--- config.mk ---
export PLATFORM = sky130hd
export DESIGN_NAME = tick_gen_bank
export DESIGN_NICKNAME = d
export VERILOG_FILES = /design/src/rtl/tick_gen_bank.sv
export SDC_FILE = /design/constraint.sdc
export NUM_CORES = 1
export LEC_CHECK = 0
export ABC_AREA = 0
export BUFFER_PORTS_ARGS = -buffer_cell sky130_fd_sc_hd__buf_2
export CAP_MARGIN = 15
export CORE_ASPECT_RATIO = 0.7
export CORE_MARGIN = 2
export CORE_UTILIZATION = 40
export CTS_BUF_LIST = sky130_fd_sc_hd__clkbuf_4
export DETAILED_ROUTE_END_ITERATION = 6
export SLEW_MARGIN = 15
export SYNTH_ARGS = -nofsm -noshare
export SYNTH_HDL_FRONTEND = slang
export SYNTH_SLANG_ARGS = --single-unit
--- constraint.sdc ---
create_clock -name clk -period 19.9 [get_ports clk]
set_input_delay 0.995 -clock clk [delete_from_list [all_inputs] [get_ports clk]]
set_output_delay 0.995 -clock clk [all_outputs]
set_load 0.05 [all_outputs]
--- src/rtl/tick_gen_bank.sv ---
// tick_gen_bank: bank of independent programmable clock-enable generators.
// Each channel divides clk by (D+1), producing a one-cycle tick and a
// square wave that toggles on every terminal count. Divisor writes land in
// a shadow register and are applied only at a period boundary (terminal
// count), on restart, or immediately while the channel is stopped. A
// free-running prescaler provides power-of-two divided clocks.
module tick_gen_bank #(
  parameter int                      NUM_CH   = 4,
  parameter int                      CNT_W    = 32,
  parameter logic [NUM_CH*CNT_W-1:0] DIV_INIT = '0,
  parameter int                      PRE_W    = 17
) (
  input  logic                                         clk,
  input  logic                                         rst,
  input  logic [NUM_CH-1:0]                            en,
  input  logic                                         restart,
  input  logic                                         cfg_we,
  input  logic [((NUM_CH > 1) ? $clog2(NUM_CH) : 1)-1:0] cfg_ch,
  input  logic [CNT_W-1:0]                             cfg_div,
  output logic [NUM_CH-1:0]                            tick,
  output logic [NUM_CH-1:0]                            sq,
  output logic [NUM_CH-1:0]                            busy,
  output logic [PRE_W-1:0]                             pre_q
);

  localparam int CH_W = (NUM_CH > 1) ? $clog2(NUM_CH) : 1;

  logic [PRE_W-1:0] pre_d;

  // Prescaler next value: plain wrap-around increment, independent of en/restart.
  always_comb begin
    pre_d = pre_q + PRE_W'(1);
  end

  // Prescaler register.
  always_ff @(posedge clk or posedge rst) begin
    if (rst) begin
      pre_q <= '0;
    end else begin
      pre_q <= pre_d;
    end
  end

  genvar gi;
  generate
    for (gi = 0; gi < NUM_CH; gi++) begin : ch_g
      logic [CNT_W-1:0] cnt_q, cnt_d;
      logic [CNT_W-1:0] act_q, act_d;
      logic [CNT_W-1:0] shd_q, shd_d;
      logic             tick_q, tick_d;
      logic             sq_q, sq_d;
      logic             busy_q, busy_d;
      logic             wr;
      logic             tc;

      // Out-of-range channel numbers never match any channel index.
      assign wr = cfg_we && (cfg_ch == CH_W'(gi));
      assign tc = (cnt_q == act_q);

      // Channel next state: restart beats disable beats terminal count.
      always_comb begin
        cnt_d  = cnt_q;
        act_d  = act_q;
        shd_d  = shd_q;
        tick_d = 1'b0;
        sq_d   = sq_q;
        busy_d = busy_q;
        if (restart || !en[gi]) begin
          // Realign or stopped: counter parked, a coincident write is
          // applied straight through to the active divisor.
          cnt_d  = '0;
          shd_d  = wr ? cfg_div : shd_q;
          act_d  = wr ? cfg_div : shd_q;
          busy_d = 1'b0;
          if (restart) begin
            sq_d = 1'b0;
          end
        end else if (tc) begin
          // Period boundary: adopt the pending shadow (pre-write value);
          // a write in this same cycle stays pending for the next period.
          cnt_d  = '0;
          tick_d = 1'b1;
          sq_d   = ~sq_q;
          act_d  = shd_q;
          shd_d  = wr ? cfg_div : shd_q;
          busy_d = wr;
        end else begin
          cnt_d = cnt_q + CNT_W'(1);
          if (wr) begin
            shd_d  = cfg_div;
            busy_d = 1'b1;
          end
        end
      end

      // Channel registers; divisors come up at their build-time defaults.
      always_ff @(posedge clk or posedge rst) begin
        if (rst) begin
          cnt_q  <= '0;
          act_q  <= DIV_INIT[gi*CNT_W +: CNT_W];
          shd_q  <= DIV_INIT[gi*CNT_W +: CNT_W];
          tick_q <= 1'b0;
          sq_q   <= 1'b0;
          busy_q <= 1'b0;
        end else begin
          cnt_q  <= cnt_d;
          act_q  <= act_d;
          shd_q  <= shd_d;
          tick_q <= tick_d;
          sq_q   <= sq_d;
          busy_q <= busy_d;
        end
      end

      assign tick[gi] = tick_q;
      assign sq[gi]   = sq_q;
      assign busy[gi] = busy_q;
    end
  endgenerate

endmodule

==> Yosys cells after proc, flatten, opt, wreduce, memory -nomap -nowiden <==
Index checks and enable logic that the tools add are counted.
{ "totals": {"out_inout_bits": 29, "ff_bits": 413, "elab_cells": 119, "inputBits": 42} }
{ "op_classes": {"add_sub_neg": 5, "n_reduce_logical": 25, "n_mux": 49, "bitwise": 4, "n_eq_ne": 11} }
{ "ops": {"columns": ["cell", "count"], "rows": [
  ["two-way mux 32 bit", 20],
  ["adder 32 x 1 -> 32 bit, second input constant", 4],
  ["== test 32 bit", 4],
  ["two-way mux 1 bit", 29],
  ["adder 17 x 1 -> 17 bit, second input constant", 1],
  ["nonzero test 3 bit", 4],
  ["inequality test 2 bit, second input constant", 4],
  ["AND reduction 2 bit", 4],
  ["nonzero test 2 bit", 4],
  ["== test 2 bit, second input constant", 2],
  ["logical AND 1 bit", 4],
  ["logical NOT 1 bit", 4],
  ["logical OR 1 bit", 4],
  ["inverter 1 bit", 4],
  ["== test 2 x 1 -> 1 bit, second input constant", 1],
  ["logical NOT 2 bit", 1]
]} }

==> Longest topological paths before layout <==
{ "depth": {"depth_word": 5, "depth_mapped": 8, "mapped_depth_nobuf": 6} }

==> Least setup slack after synthesis <==
OpenSTA, ideal clock, no wires.
{ "synth_timing": {"path_kind": "input port to flip-flop", "start": "input port cfg_ch[0] (netlist name)", "end": "register ch_g[0].act_q[0]", "path_buffers": 2, "setup_ps": 94, "required_time_ps": 19806, "setup_slack_ps": 17580, "arrival_ps": 2227, "path_stages": 6, "path_cell_list": "nor3b_2 -> and2_0 -> clkbuf_1 -> clkbuf_1 -> nor2_1 -> a211oi_1"} }
{ "synth_between": {"elab_chain_len": 4} }
{ "synth_lines": {"columns": ["item", "line", "text"], "rows": [
  ["start: declaration", "18", "input logic [((NUM_CH > 1) ? $clog2(NUM_CH) : 1)-1:0] cfg_ch,"],
  ["logical NOT 2 bit", "57", "assign wr = cfg_we && (cfg_ch == CH_W'(gi));"],
  ["logical AND 1 bit", "57", null],
  ["two-way mux 32 bit", null, null],
  ["two-way mux 32 bit", "68", "if (restart || !en[gi]) begin"],
  ["end signal: assignment", "100", "act_q <= DIV_INIT[gi*CNT_W +: CNT_W];"],
  ["end signal: assignment", "107", "act_q <= act_d;"],
  ["end: declaration", "48", "logic [CNT_W-1:0] act_q, act_d;"]
]} }
Every way passes these cells.
A chain may end at the register's enable or synchronous reset.

==> out/metrics.csv <==
stage,metric,value,unit
synthesis,"flops & latches, synth",413,
sta,transition time of the tightest slew-check pin,1040,ps
worst_setup_path,worst endpoint data arrival time,4370,ps
sta,top achievable clock speed,276,MHz
drt,WL final,53600,µm
run_status,result of the run,"finished, final reports clean",
synthesis,top cells by instance count after synthesis,"dfrtp_1 (413), nor2_1 (331), xor2_1 (208)",
synthesis,leading post-synthesis cells by cell area,"dfrtp_1 (52%), xor2_1 (9.1%), mux2_2 (7.4%), a211oi_1 (7.2%), nor2_1 (6.2%)",
sta,final number of hold-violating endpoints,0,
clocking,clock tree from TritonCTS,done,
synthesis,Yosys top cell area share,0.515,
drt,Vias/cell,5.53,
drt,total vias in the final route,14800,
global_route,number of antenna violations at the first check in global routing,4,
worst_setup_path,r2r worst-path depth,6,
clocking,cts hold-fix bufs,0,
power_and_ir_drop,power density normalized to cell area,88.1,nW/µm²
synthesis,number of enable-type register cells in the synthesized netlist,0,
worst_setup_path,Worst R2R End,ch_g[1].act_q[23],
die,Starting Density,0.406,
die,area of the core,49400,µm²
clocking,Num Clock Sinks,413,
worst_setup_path,required time of the critical path,20650,ps
drt,Pre-antenna DRT Iters,5,
synthesis,Cells after Synth,1876,
drt,first-iteration detailed-routing DRC count,1228,
worst_setup_path,Critical Path Fanout Max,176,
worst_setup_path,kind of start point of the critical path,primary input,
worst_setup_path,WS Path Type,primary input to async pin,
synthesis,sequential element share of the synthesized area,0.515,
die,row count,68,
drt,routed len/inst,20.0,µm
synthesis,library cell with the largest summed area after synthesis,dfrtp_1,
cells_and_area,count of filler cells inserted in the layout,4697,
synthesis,Async SR Flop Fraction,1.00,
hold_path,Worst Hold Class,primary input to async pin,
clocking,clock root buffer,clkbuf_4,
sta,fraction of the cycle the final worst path needs,0.182,
sta,Final Critical Period,3620,ps
placement,HPWL reported at the end of detailed placement,34400,µm
cells_and_area,layout cell share with drive strength beyond 1,0.199,
power_and_ir_drop,sequential share of power,0.519,
sta,unrepaired setup endpoints after global routing,no,
cells_and_area,final-stage net count,1987,
synthesis,combined area of all synthesized cells,20100,µm²
placement,last weighted congestion value of the routability-driven placer,0.830,
synthesis,dominant cell by count in the synthesized netlist,dfrtp_1,
sta,number of pins with negative max-slew slack in the final report,0,
die,die height,191,µm
power_and_ir_drop,Clock Power Share,0.359,
global_route,total global-route track usage,0.208,
cells_and_area,combined flip-flop and latch cell area,10300,µm²
global_route,total grt overflow,0,
synthesis,Syn Area/Cell,10.7,µm²
global_route,first-pass GRT wire length,84400,µm
cells_and_area,area used by multi-input combinational logic,9090,µm²
drt,DRC violations left,0,
sta,worst setup skew after layout,41.8,ps
global_route,via count of the first global-routing pass,14400,
global_route,largest net degree at the start of global routing,177,
worst_setup_path,startpoint of the worst register-to-register path,ch_g[1].cnt_q[13],
power_and_ir_drop,Internal Pwr Total,0.00141,W
power_and_ir_drop,worst IR drop on VDD,0.0470,mV
power_and_ir_drop,Comb pwr share,0.122,
worst_setup_path,Reg2Reg Setup Slack,16620,ps
clocking,cts repair resizes,0,
power_and_ir_drop,PnR Total Power,0.00195,W
sta,headroom to the max-slew limit,0.304,
sta,Final TNS setup,0,ps
die,total die area,52000,µm²
die,horizontal die dimension,272,µm
worst_setup_path,crit end category,async pin,
die,number of top-level pins,71,
clocking,clock-pin slew on the worst setup and hold paths,70,ps
power_and_ir_drop,proportion of total power due to net switching,0.278,
power_and_ir_drop,Leakage Power,9.38,nW
synthesis,Yosys cell types,50,
clocking,clock buffer depth,3,
clocking,buffers inserted by post-CTS timing repair,0,
cells_and_area,Area Growth Syn to Fin,10.3,%
placement,number of buffers added on ports,70,
synthesis,yosys warns,0,
sta,setup-violating endpoint count in the final report,0,
job,max capacitance violation total,0,
sta,final hold slack,279,ps
synthesis,ys flop type,dfrtp_1,
synthesis,Synthesized Nets,1923,
clocking,TritonCTS buffer count,101,
power_and_ir_drop,power spent charging and discharging nets,0.000542,W
clocking,Max H-tree Level,3,
clocking,clock latency of the later-clocked register in the worst-skew pair,810,ps
drt,post-route ant nets,0,
## critical path: stages
cell and delay, ps:
buf_2 130, inv_8 410, buf_12 690, buf_4 890, buf_4 910
## registers in the layout, summed over array words and instances (netlist names)
register,count
ch_g.sq_q,4
pre_q,17
ch_g.cnt_q,128
ch_g.act_q,128
ch_g.busy_q,4
ch_g.shd_q,128
ch_g.tick_q,4
## stage by stage
stage                     cells  area [µm²]  setup WS, ps  utilization
after floorplan            1876       20100          7410            -
after global placement     2502       20900         15340        0.422
after detailed placement   2502       20900         15310        0.422
after CTS                  2671       22100         16160        0.447
after global routing       2672       22100         15720        0.447
final                      2674       22100         16280        0.447
## final cells by class
type,count,area share
inverter,16,0.00306
antenna,3,0.000339
tap,665,0.0376
sequential,413,0.467
multi-input combinational,1312,0.411
clock buffer,144,0.0489
clock inverter,25,0.00668
timing repair buffer,96,0.0252
## power groups by stage
stage | logic [W] | registers, W | clock network, W
floorplan | 0.000176 | 0.00100 | 0
global placement | 0.000231 | 0.00102 | 0
detailed placement | 0.000238 | 0.00103 | 0
CTS | 0.000239 | 0.00101 | 0.000718
global route | 0.000263 | 0.00102 | 0.000764
finish | 0.000238 | 0.00101 | 0.000699
## per-layer routing
layer / share of wire / global-route usage
met1: 0.50 / 0.319
met2: 0.42 / 0.295
met3: 0.067 / 0.0425
met4: 0.018 / 0.0573
met5: 0 / 0
## placed cells by master (no fill, tap or decap), types with 3 or more instances in the layout
cell type  instances
buf_4             25
inv_1             15
nor2b_1            7
clkinv_1          20
and2_1             9
nand3_1           51
clkbuf_4         144
o221a_1           30
or3_1             40
nand2b_1           4
buf_2             70
nor3_1            12
nand2_1           46
nor2_1           329
o21ai_0           11
o21ai_4            4
a211oi_1         192
diode_2            3
and3_1            19
ha_1               5
nor4_1            43
nand4_1           60
xor2_1           208
a21oi_1           15
and4_1            19
mux2_2           131
dfrtp_1          413
xnor2_1           46
## how the worst max path moves through the flow
stage	start	endpoint	slack, ps	depth (start not counted)
detailed placement	rst	ch_g[3].cnt_q[0]	15310	5
global route	rst	ch_g[3].cnt_q[10]	15720	5
global placement	rst	ch_g[2].act_q[12]	15340	5
floorplan	rst	ch_g[0].act_q[0]	7410	1
CTS	rst	ch_g[3].cnt_q[10]	16160	5
finish	rst	ch_g[3].cnt_q[0]	16280	5
## logic make-up (layout without fill, tap and decap cells)
family                   count (synthesis)  in the layout  synth area share
multiplexers                           131            131            0.0735
XOR/XNOR                               254            254             0.111
AND/OR/NAND/NOR                        662            662             0.162
flip-flops                             413            413             0.515
AO/OA/AOI/OAI                          260            260             0.100
other                                    0              3                 0
adder cells (fa/ha/maj)                  5              5           0.00312
buffers and inverters                  151            281            0.0348
Power figures use the tool's default switching activity.
